File: src/rtl/row_window_pkg.sv
// Shared types and modulo-DEPTH index helpers for the row window buffer.
package row_window_pkg;

  typedef enum logic {ST_FILL, ST_EMIT} rwb_state_t;

  // Explicit compare keeps the wrap correct when depth is not a power of two.
  function automatic int idx_next(input int idx, input int depth);
    return (idx == depth - 1) ? 0 : idx + 1;
  endfunction

  function automatic int idx_prev(input int idx, input int depth);
    return (idx == 0) ? depth - 1 : idx - 1;
  endfunction

endpackage

File: src/rtl/row_window_buffer_ctrl.sv
// Fill/emit sequencer: owns the write pointer, the emit index and both handshakes.
// Handshakes: a transfer happens on a rising clk edge where valid && ready are both high.
module row_window_ctrl
  import row_window_pkg::*;
#(
  parameter int DEPTH = 8,
  parameter int IDXW  = $clog2(DEPTH)
) (
  input  logic            clk,
  input  logic            reset_n,
  input  logic            clear,
  input  logic            in_valid,
  input  logic            out_ready,
  output logic            in_ready,
  output logic            out_valid,
  output logic            wr_en,
  output logic [IDXW-1:0] wr_addr,
  output logic [IDXW-1:0] idx,
  output rwb_state_t      state
);

  localparam logic [IDXW-1:0] LAST = IDXW'(DEPTH - 1);

  logic [IDXW-1:0] wptr;

  // clear wins over a same-cycle row, so the write is suppressed here too.
  assign wr_en   = in_valid && in_ready && !clear;
  assign wr_addr = wptr;

  always_ff @(posedge clk or negedge reset_n) begin
    if (!reset_n) begin
      state     <= ST_FILL;
      wptr      <= '0;
      idx       <= '0;
      in_ready  <= 1'b1;
      out_valid <= 1'b0;
    end else if (clear) begin
      state     <= ST_FILL;
      wptr      <= '0;
      idx       <= '0;
      in_ready  <= 1'b1;
      out_valid <= 1'b0;
    end else begin
      case (state)
        ST_FILL: begin
          if (in_valid) begin
            wptr <= IDXW'(idx_next(int'(wptr), DEPTH));
            if (wptr == LAST) begin
              state     <= ST_EMIT;
              in_ready  <= 1'b0;
              out_valid <= 1'b1;
            end
          end
        end
        ST_EMIT: begin
          if (out_ready) begin
            idx <= IDXW'(idx_next(int'(idx), DEPTH));
            if (idx == LAST) begin
              state     <= ST_FILL;
              in_ready  <= 1'b1;
              out_valid <= 1'b0;
            end
          end
        end
        default: begin
          state     <= ST_FILL;
          in_ready  <= 1'b1;
          out_valid <= 1'b0;
        end
      endcase
    end
  end

endmodule

File: src/rtl/row_window_buffer.sv
// DEPTH-row store that emits north/centre/south windows; optional toroidal
// wrap at the grid edges is enabled by ROW_WINDOW_BUFFER_WRAP_EN.
module row_window_buffer
  import row_window_pkg::*;
#(
  parameter int WIDTH = 8,
  parameter int DEPTH = 8,
  parameter int IDXW  = $clog2(DEPTH)
) (
  input  logic             clk,
  input  logic             reset_n,
  input  logic             clear,
  input  logic [WIDTH-1:0] in_row,
  input  logic             in_valid,
  output logic             in_ready,
  output logic [WIDTH-1:0] out_north,
  output logic [WIDTH-1:0] out_center,
  output logic [WIDTH-1:0] out_south,
  output logic [IDXW-1:0]  out_index,
  output logic             out_valid,
  input  logic             out_ready,
  output logic             dbg_state
);

`ifdef ROW_WINDOW_BUFFER_WRAP_EN
  localparam bit WRAP = 1'b1;
`else
  localparam bit WRAP = 1'b0;
`endif

  logic [WIDTH-1:0] mem [DEPTH];
  logic             wr_en;
  logic [IDXW-1:0]  wr_addr;
  logic [IDXW-1:0]  idx;
  logic [IDXW-1:0]  idx_p;
  logic [IDXW-1:0]  idx_n;
  rwb_state_t       state;

  row_window_ctrl #(.DEPTH(DEPTH), .IDXW(IDXW)) u_ctrl (
    .clk       (clk),
    .reset_n   (reset_n),
    .clear     (clear),
    .in_valid  (in_valid),
    .out_ready (out_ready),
    .in_ready  (in_ready),
    .out_valid (out_valid),
    .wr_en     (wr_en),
    .wr_addr   (wr_addr),
    .idx       (idx),
    .state     (state)
  );

  assign dbg_state = (state == ST_EMIT);
  assign out_index = idx;

  always_ff @(posedge clk or negedge reset_n) begin
    if (!reset_n) begin
      for (int i = 0; i < DEPTH; i++) mem[i] <= '0;
    end else if (wr_en) begin
      mem[wr_addr] <= in_row;
    end
  end

  assign idx_p = IDXW'(idx_prev(int'(idx), DEPTH));
  assign idx_n = IDXW'(idx_next(int'(idx), DEPTH));

  // Neighbours wrap naturally; a dead border blanks them at the grid edges.
  always_comb begin
    out_center = mem[idx];
    out_north  = mem[idx_p];
    out_south  = mem[idx_n];
    if (!WRAP && (idx == '0)) out_north = '0;
    if (!WRAP && (idx == IDXW'(DEPTH - 1))) out_south = '0;
  end

endmodule

File: config.mk
export PLATFORM = sky130hd
export DESIGN_NAME = row_window_buffer
export DESIGN_NICKNAME = d
export VERILOG_FILES = /design/src/rtl/row_window_pkg.sv /design/src/rtl/row_window_buffer_ctrl.sv /design/src/rtl/row_window_buffer.sv
export SDC_FILE = /design/constraint.sdc
export NUM_CORES = 1
export LEC_CHECK = 0
export BUFFER_PORTS_ARGS = -buffer_cell sky130_fd_sc_hd__buf_2
export CORE_MARGIN = 5
export CORE_UTILIZATION = 35
export DETAILED_ROUTE_END_ITERATION = 10
export SKIP_LAST_GASP = 1
export SLEW_MARGIN = 5
export SYNTH_ARGS = -nofsm -noshare
export SYNTH_HDL_FRONTEND = slang
export SYNTH_SLANG_ARGS = --single-unit
File: constraint.sdc
create_clock -name clk -period 5.2 [get_ports clk]
set_input_delay 1.04 -clock clk [delete_from_list [all_inputs] [get_ports clk]]
set_output_delay 1.04 -clock clk [all_outputs]
set_load 0.05 [all_outputs]
==> metrics.yaml <==
global_routing:
  grt_pass1_vias: 3196
  grt_max_degree: 66
  grt_pass1_wl_um: 18300
  antenna_found_initial: 0
  grt_overflow: 0
  grt_usage_pct: 15.9
detailed_routing:
  wirelength_um: 11300
  postRouteAntennaNets: 0
  num_vias: 3034
  wl_per_cell_um: 20.5
  drt_first_iter_violations: 353
  viasPerCell: 5.53
  drc: 0
  dr.pass1.iters: 4
power:
  p_leak_nw: 2.17
  power.density_nw_per_um2: 327
  peakVddDrop_v: 0.000154
clocking:
  worstSkewPairLatency_ns: 0.33
  cts_tree: "built"
  cts.clk_slew.worst_paths_ns: 0.06
  postCtsSetupBuffers: 0
  cts_resized: 0
  clockBufferDepth: 2
  clock-root-buffer: "clkbuf_16"
  cts_made_buffers: 9
  cts_hold_buf: 0
  clkSinkCount: 73
  htree_levels: 3
timing:
  setup_viol: 0
  period_share_pct: 76.8
  setup-tns-final_ns: 0
  fin_ws_ns: 1.21
  finalCriticalPeriod_ns: 3.99
  slew_violations: 0
  timing.fmax_ghz: 0.251
  relSlewSlack_pct: 28.9
  finClkSkew_ns: 0.00462
  tightest_slew_ns: 1.07
  hold_viol_final: 0
  rsz0062_at_grt: "no"
logic_synthesis:
  yosys_warnings: 0
  synthCells: 340
  syn_nets: 359
  ys_top_cells_by_area: "dfrtp_1 39%, mux2_2 19%, mux4_2 19%"
  synth_top_area_share_pct: 39.5
  ys_ff_latch: 73
  synth_top_area_cell: "dfrtp_1"
  ys_types: 44
  syn_avg_cell_area_um2: 13.4
  ys_seq_area_share_pct: 40.0
  synthesis.area_um2: 4560
die:
  io_pins: 43
  start_util_pct: 35.9
  placeableCoreArea_um2: 12700
  row_count: 41
  die_area_um2: 15400
  dieHeight_um: 124
  fp.dieW_um: 124
worst_setup_path:
  r2r_setup_slack_ns: 2.76
  crit_arrival_ns: 2.95
  endpoint_kind: "output port"
  startpoint_type: "flip-flop"
  cp.required_ns: 4.16
  critical_path_class: "reg2out"
  path_max_fanout: 48
layout:
  final_cell_mix: "76 x mux2_2, 71 x dfrtp_1, 42 x buf_2, 38 x mux4_2, 20 x nor2_1"
  layout.nets: 391
  layout_commonest_cell: "mux2_2"
  seq_area_um2: 1830
  nFillCells: 1209
  drive_gt1_share_pct: 48.8
  areaGrowthSynthToFinish_pct: 12.7
  multi_input_area_um2: 2590
  antenna_cells: 0
  fin_area_um2: 5140
  post-route-util_pct: 40.4
placed_design:
  io_buffers: 42
  hpwlAfterDp_um: 7440
  preCtsSetupSlack_ns: 1.52
  gp_congestion: 0.754
  dpl_cell_area_um2: 4890
job:
  cap_violations: 0
min_path:
  hold_class: "reg2reg"
outcome:
  status: "finished, final reports clean"
==> area by class of cell <==
cell class / instances / share of cell area (%)
Clock buffer: 12 / 4.60
Clock inverter: 4 / 0.389
Inverter: 6 / 0.438
Multi-Input combinational cell: 237 / 50.3
Sequential cell: 73 / 35.6
Tap cell: 172 / 4.18
Timing Repair Buffer: 45 / 4.53
==> stage by stage <==
| stage | std cells | power, mW | hold WS, ns |
|---|---|---|---|
| after CTS | 549 | 1.70 | 0.492 |
| after detailed placement | 533 | 1.14 | 0.479 |
| after global placement | 533 | 1.13 | 0.478 |
| after global routing | 549 | 1.76 | 0.516 |
| after floorplan | 340 | 1.03 | 0.505 |
| final | 549 | 1.68 | 0.487 |
==> cells by family after synthesis <==
kind of cell	after synthesis	share of synthesized area, %
multiplexers	131	41.2
buffers and inverters	30	3.34
adder cells (fa/ha/maj)	6	1.64
AO/OA/AOI/OAI	37	5.54
XOR/XNOR	1	0.192
AND/OR/NAND/NOR	62	8.00
flip-flops	73	40.0
==> registers in the layout (all words and copies together) (netlist names) <==
name              count
u_ctrl.out_valid      1
mem                  64
u_ctrl.in_ready       1
u_ctrl.wr_addr        3
u_ctrl.state          1
u_ctrl.idx            3
==> cells in the mapped netlist <==
cell type,instances
a211o_1,1
a211oi_1,2
a21boi_0,3
a21o_1,1
a21oi_1,10
a22o_1,2
a31oi_1,4
and2_0,2
and3_1,5
buf_1,1
buf_2,8
buf_4,6
buf_6,1
clkbuf_1,8
dfrtp_1,72
dfstp_2,1
ha_1,6
inv_1,6
mux2_2,76
mux2i_1,17
mux4_2,38
nand2_1,13
nand2b_1,1
nand3_1,2
nand3_2,1
nand3b_1,3
nand3b_2,2
nand4_1,1
nand4b_1,1
nor2_1,20
nor2_2,1
nor2b_1,2
nor2b_4,1
nor3_1,3
nor3b_1,1
nor3b_4,3
o211ai_1,1
o21a_1,1
o21ai_0,4
o221a_2,1
o221ai_1,2
o311ai_0,4
o31ai_1,1
xor2_1,1
==> report_power, final <==
| group | internal [mW] | switching, mW | total [mW] |
|---|---|---|---|
| sequential | 0.646 | 0.0823 | 0.728 |
| combinational | 0.180 | 0.227 | 0.407 |
| clock | 0.320 | 0.226 | 0.546 |
| total | 1.15 | 0.535 | 1.68 |
==> metal layers <==
metal / track usage (%) / up-vias / share of wire [%]
met5: 0 / - / 0
met4: 6.57 / 0 / 2.5
met3: 3.22 / 19 / 4.8
met2: 26.5 / 71 / 50
met1: 20.1 / 1571 / 43
li1: - / 1373 / -
==> critical path, cell delays in order, from the launching register on <==
cell and delay (ns):
dfrtp_2 0.35, inv_1 0.07, ha_2 1.04, mux2_2 0.31
o221a_2 0.17, o31ai_1 0.06, a211oi_1 0.29, buf_2 0.31
==> worst paths after layout <==
kind | start | to | cells after the start
setup reg to reg | u_ctrl.idx[0]$_DFFE_PN0P_ | u_ctrl.in_ready$_DFFE_PN1P_ | 7
hold / removal | u_ctrl.out_valid$_DFFE_PN0P_ | u_ctrl.out_valid$_DFFE_PN0P_ | 1
min in group asynchronous | reset_n | u_ctrl.out_valid$_DFFE_PN0P_ | 1
setup / recovery | u_ctrl.idx[0]$_DFFE_PN0P_ | out_north[1] | 7
max in group asynchronous | reset_n | mem[62]$_DFFE_PN0P_ | 2
hold reg to reg | u_ctrl.out_valid$_DFFE_PN0P_ | u_ctrl.out_valid$_DFFE_PN0P_ | 1
No activity file was read; power rests on OpenSTA's default activity.
